$ cat config.mk
export PLATFORM = sky130hd
export DESIGN_NAME = alu_ctrl_fsm_flat
export DESIGN_NICKNAME = d
export VERILOG_FILES = /design/src/rtl/alu_ctrl_fsm_pkg.sv /design/src/rtl/alu_ctrl_fsm_if.sv /design/src/rtl/alu_ctrl_fsm_instr_decode.sv /design/src/rtl/alu_ctrl_fsm.sv /design/src/flat_wrapper.sv
export SDC_FILE = /design/constraint.sdc
export NUM_CORES = 1
export LEC_CHECK = 0
export CAP_MARGIN = 0
export CORE_MARGIN = 2
export CORE_UTILIZATION = 35
export DETAILED_ROUTE_END_ITERATION = 16
export GPL_ROUTABILITY_DRIVEN = 0
export PLACE_DENSITY_LB_ADDON = 0.1
export SYNTH_ARGS = -nofsm -noshare
export SYNTH_HDL_FRONTEND = slang
export SYNTH_HIERARCHICAL = 1
export SYNTH_SLANG_ARGS = --single-unit
export TNS_END_PERCENT = 5
$ cat constraint.sdc
create_clock -name clk -period 3.5 [get_ports clk]
set_clock_uncertainty 0.15 [all_clocks]
set_input_delay 0.525 -clock clk [delete_from_list [all_inputs] [get_ports clk]]
set_output_delay 0.525 -clock clk [all_outputs]
set_load 0.02 [all_outputs]
$ cat src/rtl/alu_ctrl_fsm_pkg.sv
// Shared definitions for the ALU control sequencer: opcodes, ALU codes,
// b-operand mux encodings, FSM states and the decoded control word.
package alu_ctrl_fsm_pkg;

  localparam logic [3:0] OP_ADD     = 4'b0000;
  localparam logic [3:0] OP_SUB     = 4'b0001;
  localparam logic [3:0] OP_AND     = 4'b0010;
  localparam logic [3:0] OP_OR      = 4'b0011;
  localparam logic [3:0] OP_PASS    = 4'b0100;
  localparam logic [3:0] OP_RAND    = 4'b0101;
  localparam logic [3:0] OP_ROR     = 4'b0110;
  localparam logic [3:0] OP_SHL     = 4'b0111;
  localparam logic [3:0] OP_XOR     = 4'b1000;
  localparam logic [3:0] OP_LDI     = 4'b1001;
  localparam logic [3:0] OP_BZ      = 4'b1010;
  localparam logic [3:0] OP_BNZ     = 4'b1011;
  localparam logic [3:0] OP_LW      = 4'b1100;
  localparam logic [3:0] OP_SW      = 4'b1101;
  localparam logic [3:0] OP_ILLEGAL = 4'b1110;
  localparam logic [3:0] OP_HALT    = 4'b1111;

  localparam logic [3:0] ALU_ADD  = 4'b0000;
  localparam logic [3:0] ALU_SUB  = 4'b0001;
  localparam logic [3:0] ALU_AND  = 4'b0010;
  localparam logic [3:0] ALU_OR   = 4'b0011;
  localparam logic [3:0] ALU_PASS = 4'b0100;
  localparam logic [3:0] ALU_RAND = 4'b0101;
  localparam logic [3:0] ALU_ROR  = 4'b0110;
  localparam logic [3:0] ALU_SHL  = 4'b0111;
  localparam logic [3:0] ALU_XOR  = 4'b1000;

  localparam logic [1:0] BSEL_REG = 2'b00;
  localparam logic [1:0] BSEL_IMM = 2'b01;
  localparam logic [1:0] BSEL_ACC = 2'b10;

  typedef enum logic [1:0] {
    ST_FETCH = 2'd0,
    ST_EXEC  = 2'd1,
    ST_MEM   = 2'd2,
    ST_HALT  = 2'd3
  } state_e;

  typedef struct packed {
    logic [3:0] alu_control;
    logic [1:0] b_sel;
    logic       acc_we;
    logic       is_branch;
    logic       br_on_zero;
    logic       is_mem;
    logic       mem_we;
    logic       is_halt;
    logic       is_illegal;
    logic       is_addsub;
  } ctrl_t;

  function automatic logic [7:0] sext5(input logic [4:0] v);
    return {{3{v[4]}}, v};
  endfunction

endpackage

$ cat src/rtl/alu_ctrl_fsm_if.sv
// Bus between the control sequencer and instruction memory / datapath.
interface alu_ctrl_fsm_if;
  logic [8:0] instr;
  logic       branch_flag;
  logic       alu_overflow;
  logic       mem_ready;
  logic [7:0] pc;
  logic [3:0] alu_control;
  logic [1:0] b_sel;
  logic [2:0] rf_raddr;
  logic       acc_we;
  logic       acc_src;
  logic       mem_req;
  logic       mem_we;
  logic       halted;
  logic       ovf_sticky;
  logic       illegal_op;

  modport master (
    input  instr, branch_flag, alu_overflow, mem_ready,
    output pc, alu_control, b_sel, rf_raddr, acc_we, acc_src,
           mem_req, mem_we, halted, ovf_sticky, illegal_op
  );

  modport slave (
    output instr, branch_flag, alu_overflow, mem_ready,
    input  pc, alu_control, b_sel, rf_raddr, acc_we, acc_src,
           mem_req, mem_we, halted, ovf_sticky, illegal_op
  );
endinterface

$ cat src/rtl/alu_ctrl_fsm_instr_decode.sv
// Combinational IR -> control-word decoder; the FSM decides when each field applies.
module alu_ctrl_fsm_instr_decode
  import alu_ctrl_fsm_pkg::*;
(
  input  logic [8:0] ir_i,
  output ctrl_t      ctrl_o
);

  logic [3:0] op_s;
  assign op_s = ir_i[8:5];

  // Opcode to control-word table
  always_comb begin
    ctrl_o = '0;
    case (op_s)
      OP_ADD, OP_SUB, OP_AND, OP_OR, OP_PASS,
      OP_RAND, OP_ROR, OP_SHL, OP_XOR: begin
        ctrl_o.alu_control = op_s;
        ctrl_o.b_sel       = BSEL_REG;
        ctrl_o.acc_we      = 1'b1;
        ctrl_o.is_addsub   = (op_s == OP_ADD) || (op_s == OP_SUB);
      end
      OP_LDI: begin
        ctrl_o.alu_control = ALU_PASS;
        ctrl_o.b_sel       = BSEL_IMM;
        ctrl_o.acc_we      = 1'b1;
      end
      OP_BZ, OP_BNZ: begin
        // Passing the accumulator makes the ALU zero flag mean "acc == 0"
        ctrl_o.alu_control = ALU_PASS;
        ctrl_o.b_sel       = BSEL_ACC;
        ctrl_o.is_branch   = 1'b1;
        ctrl_o.br_on_zero  = (op_s == OP_BZ);
      end
      OP_LW: begin
        ctrl_o.is_mem = 1'b1;
        ctrl_o.mem_we = 1'b0;
      end
      OP_SW: begin
        ctrl_o.is_mem = 1'b1;
        ctrl_o.mem_we = 1'b1;
      end
      OP_HALT: begin
        ctrl_o.is_halt = 1'b1;
      end
      OP_ILLEGAL: begin
        ctrl_o.is_illegal = 1'b1;
      end
      default: begin
        ctrl_o = '0;
      end
    endcase
  end

endmodule

$ cat src/rtl/alu_ctrl_fsm.sv
// Multi-cycle control sequencer: FETCH/EXEC/MEM/HALT FSM owning PC, IR
// and the sticky overflow / illegal-opcode flags.
module alu_ctrl_fsm
  import alu_ctrl_fsm_pkg::*;
(
  input  logic           clk,
  input  logic           rst_n,
  alu_ctrl_fsm_if.master bus
);

  state_e     state_q, state_d;
  logic [7:0] pc_q, pc_d;
  logic [8:0] ir_q, ir_d;
  logic       ovf_q, ovf_d;
  logic       ill_q, ill_d;
  ctrl_t      ctrl_s;
  logic       br_taken_s;

  alu_ctrl_fsm_instr_decode u_decode (
    .ir_i   (ir_q),
    .ctrl_o (ctrl_s)
  );

  assign br_taken_s = ctrl_s.is_branch &
                      (ctrl_s.br_on_zero ? bus.branch_flag : ~bus.branch_flag);

  // State, PC, IR and sticky-flag registers
  always_ff @(posedge clk or negedge rst_n) begin
    if (!rst_n) begin
      state_q <= ST_FETCH;
      pc_q    <= 8'd0;
      ir_q    <= 9'd0;
      ovf_q   <= 1'b0;
      ill_q   <= 1'b0;
    end else begin
      state_q <= state_d;
      pc_q    <= pc_d;
      ir_q    <= ir_d;
      ovf_q   <= ovf_d;
      ill_q   <= ill_d;
    end
  end

  // Next-state, PC and flag update
  always_comb begin
    state_d = state_q;
    pc_d    = pc_q;
    ir_d    = ir_q;
    ovf_d   = ovf_q;
    ill_d   = ill_q;
    case (state_q)
      ST_FETCH: begin
        ir_d    = bus.instr;
        state_d = ST_EXEC;
      end
      ST_EXEC: begin
        ovf_d = ovf_q | (ctrl_s.is_addsub & bus.alu_overflow);
        ill_d = ill_q | ctrl_s.is_illegal;
        if (ctrl_s.is_mem) begin
          state_d = ST_MEM;
        end else if (ctrl_s.is_halt) begin
          state_d = ST_HALT;
        end else begin
          state_d = ST_FETCH;
          pc_d    = br_taken_s ? (pc_q + sext5(ir_q[4:0])) : (pc_q + 8'd1);
        end
      end
      ST_MEM: begin
        if (bus.mem_ready) begin
          state_d = ST_FETCH;
          pc_d    = pc_q + 8'd1;
        end else begin
          state_d = ST_MEM;
        end
      end
      ST_HALT: begin
        state_d = ST_HALT;
      end
      default: begin
        state_d = ST_FETCH;
      end
    endcase
  end

  // Output decode; MEM outputs follow state_q so reset drops mem_req at once
  always_comb begin
    bus.pc          = pc_q;
    bus.rf_raddr    = ir_q[2:0];
    bus.halted      = (state_q == ST_HALT);
    bus.ovf_sticky  = ovf_q;
    bus.illegal_op  = ill_q;
    bus.alu_control = ALU_ADD;
    bus.b_sel       = BSEL_REG;
    bus.acc_we      = 1'b0;
    bus.acc_src     = 1'b0;
    bus.mem_req     = 1'b0;
    bus.mem_we      = 1'b0;
    case (state_q)
      ST_EXEC: begin
        bus.alu_control = ctrl_s.alu_control;
        bus.b_sel       = ctrl_s.b_sel;
        bus.acc_we      = ctrl_s.acc_we;
      end
      ST_MEM: begin
        bus.mem_req = 1'b1;
        bus.mem_we  = ctrl_s.mem_we;
        bus.acc_we  = bus.mem_ready & ~ctrl_s.mem_we;
        bus.acc_src = bus.mem_ready & ~ctrl_s.mem_we;
      end
      default: begin
        bus.acc_we = 1'b0;
      end
    endcase
  end

endmodule

$ cat src/flat_wrapper.sv
// flat-port wrapper written by rule: the top's interface ports become plain ports
module alu_ctrl_fsm_flat import alu_ctrl_fsm_pkg::*;
  (clk, rst_n, bus_instr, bus_branch_flag, bus_alu_overflow, bus_mem_ready, bus_pc, bus_alu_control, bus_b_sel, bus_rf_raddr, bus_acc_we, bus_acc_src, bus_mem_req, bus_mem_we, bus_halted, bus_ovf_sticky, bus_illegal_op);
  alu_ctrl_fsm_if bus_i ();
  input  logic clk;
  input  logic rst_n;
  input wire logic [$bits(bus_i.instr)-1:0] bus_instr;
  input wire logic [$bits(bus_i.branch_flag)-1:0] bus_branch_flag;
  input wire logic [$bits(bus_i.alu_overflow)-1:0] bus_alu_overflow;
  input wire logic [$bits(bus_i.mem_ready)-1:0] bus_mem_ready;
  output wire logic [$bits(bus_i.pc)-1:0] bus_pc;
  output wire logic [$bits(bus_i.alu_control)-1:0] bus_alu_control;
  output wire logic [$bits(bus_i.b_sel)-1:0] bus_b_sel;
  output wire logic [$bits(bus_i.rf_raddr)-1:0] bus_rf_raddr;
  output wire logic [$bits(bus_i.acc_we)-1:0] bus_acc_we;
  output wire logic [$bits(bus_i.acc_src)-1:0] bus_acc_src;
  output wire logic [$bits(bus_i.mem_req)-1:0] bus_mem_req;
  output wire logic [$bits(bus_i.mem_we)-1:0] bus_mem_we;
  output wire logic [$bits(bus_i.halted)-1:0] bus_halted;
  output wire logic [$bits(bus_i.ovf_sticky)-1:0] bus_ovf_sticky;
  output wire logic [$bits(bus_i.illegal_op)-1:0] bus_illegal_op;
  assign bus_i.instr = bus_instr;
  assign bus_i.branch_flag = bus_branch_flag;
  assign bus_i.alu_overflow = bus_alu_overflow;
  assign bus_i.mem_ready = bus_mem_ready;
  assign bus_pc = bus_i.pc;
  assign bus_alu_control = bus_i.alu_control;
  assign bus_b_sel = bus_i.b_sel;
  assign bus_rf_raddr = bus_i.rf_raddr;
  assign bus_acc_we = bus_i.acc_we;
  assign bus_acc_src = bus_i.acc_src;
  assign bus_mem_req = bus_i.mem_req;
  assign bus_mem_we = bus_i.mem_we;
  assign bus_halted = bus_i.halted;
  assign bus_ovf_sticky = bus_i.ovf_sticky;
  assign bus_illegal_op = bus_i.illegal_op;
  alu_ctrl_fsm u_core (.clk(clk), .rst_n(rst_n), .bus(bus_i));
endmodule
==> results of run 1 <==
==> state kept, by name (all words and copies together) (netlist names) <==
name / count
u_core/bus.illegal_op: 1
u_core/bus.ovf_sticky: 1
u_core/bus.pc: 8
u_core/ir_q: 9
u_core/state_q: 2
==> cells in the mapped netlist (3+ instances only) <==
| cell type | number |
|---|---|
| ha_1 | 13 |
| buf_4 | 3 |
| nand2b_1 | 3 |
| nand3_1 | 8 |
| and2_1 | 8 |
| mux2_2 | 8 |
| nor2_1 | 16 |
| nand2_1 | 6 |
| xor2_1 | 3 |
| dfrtp_1 | 21 |
| nor3_1 | 3 |
| a21oi_1 | 12 |
| inv_1 | 9 |
| clkbuf_1 | 3 |
| xnor2_1 | 3 |
| o21ai_0 | 12 |
==> routing by layer <==
layer / vias to the layer above / routed length, um / GRT usage (%) / share of wire [%]
met2: 35 / 1560 / 22.0 / 45
met5: - / 0 / 0 / 0
met1: 598 / 1730 / 21.8 / 50
met3: 2 / 123 / 2.16 / 3.6
met4: 0 / 17 / 2.56 / 0.50
li1: 657 / - / - / -
==> critical path, delay by kind of cell (launching register included) <==
kind	cells	cell delay [ns]
AND/OR/NAND/NOR	1	0.18
adder cells (fa/ha/maj)	1	0.35
buffers and inverters	2	0.69
flip-flops	1	0.41
AO/OA/AOI/OAI	1	0.11
==> stage by stage <==
step	hold slack [ns]	total power, W
after floorplan	0.0794	0.00160
after global placement	0.308	0.00202
after detailed placement	0.311	0.00205
after CTS	0.321	0.00221
after global routing	0.328	0.00240
final	0.319	0.00219
==> placed cells by master, fill, tap and decap left out, types with 2 or more instances in the layout <==
| cell | Yosys | final |
|---|---|---|
| ha_1 | 13 | 13 |
| and3_2 | 2 | 2 |
| nor2_1 | 16 | 16 |
| and3_1 | 2 | 2 |
| a21oi_1 | 12 | 12 |
| nor3_1 | 3 | 3 |
| dfrtp_1 | 21 | 21 |
| nand2b_1 | 3 | 3 |
| nand3_1 | 8 | 8 |
| xnor2_1 | 3 | 3 |
| a21o_1 | 2 | 2 |
| and2b_1 | 2 | 2 |
| xor2_1 | 3 | 3 |
| clkdlybuf4s50_1 | 0 | 37 |
| and2_1 | 8 | 8 |
| clkbuf_8 | 0 | 3 |
| a211oi_1 | 2 | 2 |
| mux2_2 | 8 | 8 |
| nand2_1 | 6 | 6 |
| inv_1 | 9 | 9 |
| o21ai_0 | 12 | 12 |
==> report_power, final <==
group          total [W]  switching, W  internal (W)
logic            0.00149      0.000797      0.000698
registers       0.000542      0.000174      0.000368
clock network   0.000158     0.0000771     0.0000809
total            0.00219       0.00105       0.00115
==> worst max-delay path by stage <==
| stage | from | to | slack (ns) | cells past startpoint |
|---|---|---|---|---|
| floorplan | u_core/bus.pc[0]$_DFFE_PN0P_ | u_core/bus.pc[6]$_DFFE_PN0P_ | 1.31 | 9 |
| global placement | bus_mem_ready | bus_acc_we | 0.95 | 4 |
| detailed placement | bus_mem_ready | bus_acc_we | 0.92 | 4 |
| CTS | u_core/state_q[1]$_DFF_PN0_ | bus_acc_we | 0.80 | 5 |
| global route | u_core/state_q[1]$_DFF_PN0_ | bus_acc_we | 0.64 | 5 |
| finish | u_core/state_q[1]$_DFF_PN0_ | bus_acc_we | 0.83 | 5 |
==> layout make-up <==
type / count / area, sq um / area share (%)
multi-input combinational: 131 / 936 / 47.4
clock buffer: 4 / 45.0 / 2.28
timing repair buffer: 37 / 370 / 18.7
tap: 52 / 65.1 / 3.29
sequential: 21 / 526 / 26.6
inverter: 9 / 33.8 / 1.71
==> logic make-up (layout without fill, tap and decap cells) <==
family | after synthesis | count (layout)
xor gates and xnor gates | 6 | 6
adders and majority gates | 14 | 14
and+or+nand+nor | 61 | 61
AOI/OAI and AO/OA | 42 | 42
buffers and inverters | 17 | 50
DFF | 21 | 21
muxes | 8 | 8
==> results.md, run 1 <==
* Status: finished clean
* Setup Fix Bufs, Post-CTS at 0
* Port bufs at 37
* Setup_tns at 0 ns
* Post-route clock period utilization at 76.3%
* Peak VDD IR at 0.397 mV
* Slowest-stage cell, CP: clkdlybuf4s50_1
* CP required at 2.82 ns
* Synth Area in Compound Gates at 17.4%
* CTS sink count at 21
* Vias in the first global route at 1224
* Max cap viols at 0
* WP data arrival at 2.00 ns
* XOR/XNOR Fraction of Synth Area at 3.41%
* Width of the die at between 70 and 80 um
* Io pins at 38
* Crit Path Class: flop to output pin
* Total routed wirelength at ~3.4 mm
* Post-synth EDFFs at 0
* Final worst setup slack at 0.830 ns
* Cell area power density at 1110 nW/um^2
* Final core occ at 46.0%
* Antenna cells at 0
* Sequential share of the synthesized area at 34.1%
* Largest net degree at the start of global routing at 22
* Crit-path cells: inv_1 > ha_1 > and2_1 > o21a_1 > clkdlybuf4s50_1
* Dpl hpwl at 2.72 mm
* Final setup fails at 0
* Fin cells at 254
* Setup repair after global routing missed its margin: false
* Dpl cells at 250
* Synth top area cells: dfrtp_1, ha_1, mux2_2, a21oi_1, o21ai_0
* Synth warnings at 6
* Reg-to-reg startpoint: u_core/bus.pc[0]$_DFFE_PN0P_
* Wire length per cell at 13.5 um
* Clock Pin Slew Worst Setup and Hold Paths at 0.07 ns
* Hold WC Path Type: flop to flop
* Worst slew pin tran at 0.952 ns
* Post-synthesis simple-gate area fraction at between 20% and 30%
* Reg-to-reg slack, setup at around 1.2 ns
* Max Fclk at between 0.3 and 0.4 GHz
* CTS tree: done
* Placed Instance Area at 1930 sq um
* Asr flop ratio synth at 100%
* Net Count, Synth at 197
* First-pass DRT Iterations at 4
* Reg2reg end: u_core/bus.pc[6]$_DFFE_PN0P_
* Chip height at 70.3 um
* Global-route wire length before repair at approximately 5.8 mm
* Syn-to-layout area delta at 28.4%
* Syn Std Cell Area at 1540 sq um
* Share of post-route cells with drive strength above 1 at 11.9%
* Filler cells at between 400 and 500
* DRT iter0 DRCs at 66
* Worst hold path endpoint: u_core/bus.pc[7]$_DFFE_PN0P_
* Total GRT Usage at 14.5%
* Die area at 4940 sq um
* Post-CTS sizing at 0
* FP Rows at 24
* Hold Path Cell Cnt at 1
* Synth top area share at approximately a third
* Min Tclk post-route at 2.67 ns
* GRT overflow at 0
* Flop and latch count out of synthesis at 21
* CTS Buf Count at 3
* Worst reg2reg path depth at 9
* CTS Buffer Depth at 2
* Starting density of the core at 35.8%
* Pre-CTS setup slack at 0.921 ns
* Largest family of logic cells by synthesized area: simple AND/OR/NAND/NOR gates
* Remaining antenna violation count at 0
* Clock insertion delay at the later pin of the skew report at 0.25 ns
* Drt drc at 0
* Predominant post-synthesis flop cell: dfrtp_1
* Vias at 1292
* CTS H-tree depth at 1
* Static Leakage at 0.820 nW
* Syn Inst Count at 169
* Slew Viols, Final at 0
* Slowest stage delay, CP at 0.59 ns
* Fin. Hold Viols at 0
* Synth cell types at between 40 and 50
* Via/cell ratio at 5.09
* Core ar. at 4290 sq um
* Initial antenna violation count at 0
* Syn Area/Cell at 9.11 sq um
* Root buffer cell: clkbuf_8
* Hold_buf cts at 0
* Synth area leader: dfrtp_1
* Nets@finish at between 200 and 250
* CP Launch Type: flop
* Worst-path maximum fanout at 11
* Hold path start: u_core/bus.pc[7]$_DFFE_PN0P_
* Design area at about 2000 sq um
* Adder-cell share of the synthesized area at between 10% and 20%
* Crit. End Element: output pin
* Worst rel slew slack at a little over a third
* Mux cell area share after synthesis at 5.85%
(Power assumes the default switching activity.)
==> run 2: changes to the inputs <==
==> constraint.sdc (replaced) <==
create_clock -name clk -period 2.3 [get_ports clk]
set_clock_uncertainty 0.15 [all_clocks]
set_input_delay 0.345 -clock clk [delete_from_list [all_inputs] [get_ports clk]]
set_output_delay 0.345 -clock clk [all_outputs]
set_load 0.02 [all_outputs]
==> results.md, run 2 (same netlist as run 1, synthesis figures left out) <==
* Status: finished clean
* Chip height at 70.3 um (unchanged)
* Root buffer cell: clkbuf_8
* Buf+Inv Stages, Crit Path at 1 (-1)
* Reg-to-reg startpoint: u_core/ir_q[0]$_DFFE_PN0N_
* Clock group share of total power at 7.0% (-0.2 points)
* Port bufs at 37 (unchanged)
* Total routed wirelength at 3.68 mm (+7.4%)
* FP Rows at 24 (unchanged)
* CTS Buffer Depth at 2 (unchanged)
* Crit. End Element: output pin
* Slowest stage delay, CP at 0.42 ns (-0.17 ns)
* Crit Path Class: flop to output pin
* Max Fclk at 0.459 GHz
* CTS sink count at 21 (unchanged)
* Worst-path maximum fanout at 4 (-7)
* Crit-path cells: nand2b_1 > nor2_1 > and3b_1 > o21a_1 > dlygate4sd2_1
* Final setup fails at 0 (unchanged)
* CTS Buf Count at 3 (unchanged)
* Largest Register: u_core/ir_q
* GRT overflow at 0 (unchanged)
* Die area at 4940 sq um (unchanged)
* Vias in the first global route at 1299 (+6.1%)
* Largest net degree at the start of global routing at 22 (unchanged)
* Comb pwr share at 70.5% (+2.4 points)
* Commonest cells after routing, fill and taps aside: clkdlybuf4s50_1, dfrtp_1, nor2_1
* Reg-to-reg slack, setup at 0.18 ns (-0.97 ns)
* Sw Share at 47.7% (about the same)
* WP data arrival at 1.69 ns (-0.31 ns)
* Crit path depth at 5 (unchanged)
* Fin. Hold Viols at 0 (unchanged)
* Worst rel slew slack at 69.5% (+33 points)
* Io pins at 38 (unchanged)
* CTS tree: done
* Final worst setup slack at 0.119 ns (-0.711 ns)
* Worst reg2reg path depth at 9 (unchanged)
* Nets@finish at 238 (+3.0%)
* Remaining antenna violation count at 0 (unchanged)
* CP Launch Type: flop
* Hold WS at 0.277 ns (-0.0420 ns)
* NetSw at 0.00166 W (+58%)
* Crit path launch: u_core/ir_q[6]$_DFFE_PN0N_
* Slowest-stage cell, CP: dfrtp_1
* Setup Fix Bufs, Post-CTS at 0 (unchanged)
* Clock insertion delay at the later pin of the skew report at 0.26 ns (about the same)
* Pre-CTS setup slack at 0.0588 ns (-0.862 ns)
* Via/cell ratio at 5.16 (+1.5%)
* Slew Viols, Final at 0 (unchanged)
* Clock Pin Slew Worst Setup and Hold Paths at 0.08 ns (about the same)
* CP Capture Point: bus_acc_we
* CP required at 1.80 ns (-1.02 ns)
* Drt drc at 0 (unchanged)
* Vias at 1347 (+4.3%)
* Hold WC Path Type: primary input to asynchronous set/reset pin
* Filler cells at 435 (-0.91%)
* Syn-to-layout area delta at 34.1%
* Width of the die at 70.3 um (unchanged)
* Largest register FFs at 9 (unchanged)
* Static Leakage at 0.956 nW (+17%)
* Antenna cells at 0 (unchanged)
* First-pass DRT Iterations at 4 (unchanged)
* Peak VDD IR at 0.547 mV (+38%)
* Core ar. at 4290 sq um (unchanged)
* Sequential power share at 22.5% (-2.2 points)
* CTS H-tree depth at 1 (unchanged)
* Top delay family on crit path: simple AND/OR/NAND/NOR gates
* Share of post-route cells with drive strength above 1 at 16.7% (+4.9 points)
* Min Tclk post-route at 2.18 ns
* Global-route wire length before repair at 6.24 mm (+8.4%)
* Worst slew pin tran at 0.457 ns (-0.495 ns)
* Starting density of the core at 35.8% (unchanged)
* Dpl hpwl at 2.88 mm (+5.6%)
* Setup repair after global routing missed its margin: true
* Initial antenna violation count at 0 (unchanged)
* Cell area power density at 1680 nW/um^2 (+51%)
* Reg2reg end: u_core/bus.pc[6]$_DFFE_PN0P_
* Max cap viols at 0 (unchanged)
* Total GRT Usage at 15.7% (+1.3 points)
* Int Power at 0.00181 W (+58%)
* DRT iter0 DRCs at 98 (+48%)
* Post-route clock period utilization at ~95%
* Wire length per cell at 14.1 um (+4.5%)
* Most common cell after layout, fill and taps aside: clkdlybuf4s50_1
run 2: cell count changes in the layout (fill, tap and decap cells not counted), moves of 2 or more:
cell | previous run | this run
buf_4 | 0 | 7
clkdlybuf4s50_1 | 37 | 28
dlygate4sd2_1 | 0 | 4
ha_1 | 13 | 10
dlymetal6s2s_1 | 0 | 5
ha_4 | 0 | 2
run 2: timing repair:
action / CTS / global route
hold buffers: 0 / 0
gates resized for setup: 6 / 9
endpoints found under the setup margin: 8 / 7
run 2: worst min path at each step:
stage	start	endpoint	slack, ns	cells past startpoint
global placement	u_core/bus.pc[7]$_DFFE_PN0P_	u_core/bus.pc[7]$_DFFE_PN0P_	0.31	1
finish	rst_n	u_core/state_q[0]$_DFF_PN0_	0.28	2
floorplan	rst_n	u_core/bus.illegal_op$_DFFE_PN0P_	-0.10	0
global route	rst_n	u_core/bus.pc[2]$_DFFE_PN0P_	0.30	2
detailed placement	u_core/bus.ovf_sticky$_DFFE_PN0P_	u_core/bus.ovf_sticky$_DFFE_PN0P_	0.30	1
CTS	rst_n	u_core/state_q[0]$_DFF_PN0_	0.29	2
run 2: layout make-up:
cell class / instances / area (sq um) / area share, %
inverter: 9 / 33.8 / 1.64
clock buffer: 4 / 45.0 / 2.18
sequential: 21 / 527 / 25.5
multi-input combinational: 131 / 963 / 46.7
timing repair buffer: 44 / 430 / 20.8
tap: 52 / 65.1 / 3.15
run 2: layer usage:
| metal | global-route usage [%] | share of wire, % | up-vias |
|---|---|---|---|
| met1 | 23.0 | 49 | 640 |
| met3 | 2.89 | 3.3 | 2 |
| met5 | 0 | 0 | - |
| met4 | 3.85 | 0.71 | 0 |
| met2 | 23.9 | 47 | 27 |
| li1 | - | - | 678 |
run 2: through the flow:
stage          area, sq um  total power (W)  TNS, ns  util (%)  instances
6_report              2060          0.00347        0      48.1        261
5_1_grt               2060          0.00380  -0.0118      48.1        261
2_1_floorplan         1540          0.00243        0         -        169
3_5_place_dp          1980          0.00321        0      46.2        257
3_3_place_gp          1980          0.00317        0      46.2        257
4_1_cts               2040          0.00348  -0.0321      47.4        261
run 2: power by group through the flow:
stage          Sequential [W]  Combinational, W  Clock, W
3_5_place_dp         0.000780           0.00243         0
6_report             0.000783           0.00245  0.000243
5_1_grt              0.000819           0.00270  0.000275
3_3_place_gp         0.000769           0.00240         0
2_1_floorplan        0.000846           0.00159         0
4_1_cts              0.000776           0.00245  0.000253
run 2: worst register-to-register path, stage by stage (launching register included):
cell and delay [ns]:
dfrtp_1 0.41, ha_4 0.16, inv_1 0.05, fa_1 0.40, and2b_1 0.22, nor3_1 0.06
o21bai_1 0.15, a21oi_1 0.09, xor2_1 0.14, o31ai_1 0.19
==> run 3: changes to the inputs <==
--- a/config.mk
+++ b/config.mk
@@ -6,7 +6,6 @@
 export NUM_CORES = 1
 export LEC_CHECK = 0
 export CAP_MARGIN = 0
-export CORE_MARGIN = 2
 export CORE_UTILIZATION = 35
 export DETAILED_ROUTE_END_ITERATION = 16
 export GPL_ROUTABILITY_DRIVEN = 0
==> results.md, run 3 (same netlist as run 1, synthesis figures left out) <==
* Status: finished clean
* CTS Buffer Depth at 2 (unchanged)
* Reg2reg end: u_core/bus.pc[6]$_DFFE_PN0P_
* First-pass DRT Iterations at 4 (unchanged)
* Initial antenna violation count at 0 (unchanged)
* Remaining antenna violation count at 0 (unchanged)
* CTS tree: done
* Post-route clock period utilization at 95.0% (+0.22 points)
* Port bufs at 37 (unchanged)
* Clock insertion delay at the later pin of the skew report at 0.27 ns (about the same)
* Worst reg2reg path depth at 9 (unchanged)
* Met1 GRT Util at 21.5% (-1.5 points)
* Setup_tns at 0 ns (unchanged)
* Final worst setup slack at 0.114 ns (-0.00509 ns)
* Design area at 2050 sq um (-0.79%)
* GRT overflow at 0 (unchanged)
* Starting density of the core at 37.4% (+1.6 points)
* Slowest stage delay, CP at 0.44 ns (+0.02 ns)
* Nets@finish at 238 (unchanged)
* Drt drc at 0 (unchanged)
* Filler cells at 404 (-7.1%)
* Min Tclk post-route at 2.19 ns (+0.00509 ns)
* Pre-CTS setup slack at 0.0811 ns (+0.0223 ns)
* Most common cell after layout, fill and taps aside: clkdlybuf4s50_1
* GR Util met3 at 3.83% (+0.95 points)
* Slowest-stage cell, CP: dfrtp_2
* Crit Path Class: flop to output pin
* CTS Buf Count at 3 (unchanged)
* Comb pwr share at 70.7% (+0.2 points)
* Routing usage on met2 at 29.8% (+5.9 points)
* Reg-to-reg slack, setup at 0.17 ns (about the same)
* Antenna cells at 0 (unchanged)
* DRT iter0 DRCs at 59 (-40%)
* Syn-to-layout area delta at 33.1%
* Vias in the first global route at 1264 (-2.7%)
* Fin. Hold Viols at 0 (unchanged)
* Via/cell ratio at 5.20 (+0.77%)
* Share of post-route cells with drive strength above 1 at 17.7% (+0.96 points)
* Width of the die at 68.3 um (-2.8%)
* Root buffer cell: clkbuf_8
* FP Rows at 23 (-4.2%)
* Peak VDD IR at 0.572 mV (+4.6%)
* Dpl hpwl at 2.84 mm (-1.2%)
* Max cap viols at 0 (unchanged)
* CTS sink count at 21 (unchanged)
* Crit-path cells: nand2b_1 > nor2_1 > and3b_1 > o21a_1 > clkdlybuf4s15_1
* Largest net degree at the start of global routing at 22 (unchanged)
* Largest register FFs at 9 (unchanged)
* Commonest cells after routing, fill and taps aside: clkdlybuf4s50_1, dfrtp_1, nor2_1
* CTS H-tree depth at 1 (unchanged)
* Int Power at 0.00180 W (-0.67%)
* Slew Viols, Final at 0 (unchanged)
* Worst slew pin tran at 0.504 ns (+0.0462 ns)
* Largest Register: u_core/ir_q
* Die area at 4670 sq um (-5.6%)
* Clock Pin Slew Worst Setup and Hold Paths at 0.08 ns (about the same)
* CP Launch Type: flop
* Reg-to-reg startpoint: u_core/ir_q[0]$_DFFE_PN0N_
* Hold_buf cts at 0 (unchanged)
* Hold WC Path Type: primary input to asynchronous set/reset pin
* Placed Instance Area at 1980 sq um (-0.13%)
* Global-route wire length before repair at 5.85 mm (-6.3%)
* CP required at 1.80 ns (about the same)
* Sequential power share at 22.1% (-0.4 points)
* WP data arrival at 1.69 ns (about the same)
* Clock group share of total power at 7.2% (+0.2 points)
* Static Leakage at 0.915 nW (-4.3%)
* Chip height at 68.3 um (-2.8%)
* Setup repair after global routing missed its margin: false
* Core ar. at 4120 sq um (-4.2%)
* Total routed wirelength at 3.72 mm (+1.0%)
* Sw Share at 48.0% (+0.25 points)
* NetSw at 0.00166 W (+0.31%)
* Worst-path maximum fanout at 6 (+2)
* Wire length per cell at 14.4 um (+1.8%)
* Crit. End Element: output pin
* Final setup fails at 0 (unchanged)
* Io pins at 38 (unchanged)
* Total GRT Usage at 17.1% (+1.4 points)
* Cell area power density at 1690 nW/um^2 (+0.59%)
* Worst rel slew slack at 66.4% (-3.1 points)
* Max Fclk at 0.457 GHz (-0.23%)
* Final core occ at 49.8% (+1.7 points)
* GRT Max-Usage Layer: met2
* Vias at 1347 (unchanged)
## run 3: how the worst max path moves through the flow
stage	depth (start not counted)	endpoint	slack, ns	start
after floorplan	9	u_core/bus.pc[6]$_DFFE_PN0P_	0.11	u_core/bus.pc[0]$_DFFE_PN0P_
after global placement	4	bus_acc_we	0.11	bus_mem_ready
after detailed placement	4	bus_acc_we	0.08	bus_mem_ready
after CTS	4	bus_alu_control[0]	-0.02	u_core/state_q[1]$_DFF_PN0_
after global routing	5	bus_acc_we	0.02	u_core/state_q[0]$_DFF_PN0_
final	5	bus_acc_we	0.11	u_core/ir_q[6]$_DFFE_PN0N_
## run 3: repair_timing
| action | CTS | global route |
|---|---|---|
| setup endpoints to repair | 9 | 4 |
| resized for setup | 9 | 7 |
| buffers inserted | 0 | 0 |
## run 3: per-layer routing
metal / wire length, um / vias to the layer above
met2: 1890 / 39
met5: 0 / -
met4: 27 / 0
met3: 181 / 6
li1: - / 672
met1: 1620 / 630
## run 3: power by group through the flow
stage | Sequential (W) | Combinational [W] | Clock (W)
floorplan | 0.000846 | 0.00159 | 0
global placement | 0.000760 | 0.00240 | 0
detailed placement | 0.000770 | 0.00243 | 0
CTS | 0.000764 | 0.00242 | 0.000264
global route | 0.000801 | 0.00269 | 0.000282
finish | 0.000766 | 0.00245 | 0.000250
## run 3: final cells by class
type,instances,area [sq um],area share [%]
repair buffers,44,420,20.5
inverters,9,33.8,1.65
flip-flops and latches,21,527,25.7
clock buffers,3,41.3,2.02
clock inverters,1,5.00,0.244
well taps,50,62.6,3.05
multi-input cells,131,958,46.8
## run 3: critical path, delay by kind of cell, from the launching register on
family                 cells  cell delay (ns)
buffers and inverters      1             0.28
AND/OR/NAND/NOR            3             0.52
flip-flops                 1             0.44
AO/OA/AOI/OAI              1             0.18
## run 3: through the flow
stage,instances,hold WS (ns),power (W)
finish,259,0.271,0.00346
global route,259,0.297,0.00378
CTS,259,0.276,0.00345
detailed placement,255,0.296,0.00320
global placement,255,0.296,0.00316
floorplan,169,-0.101,0.00243
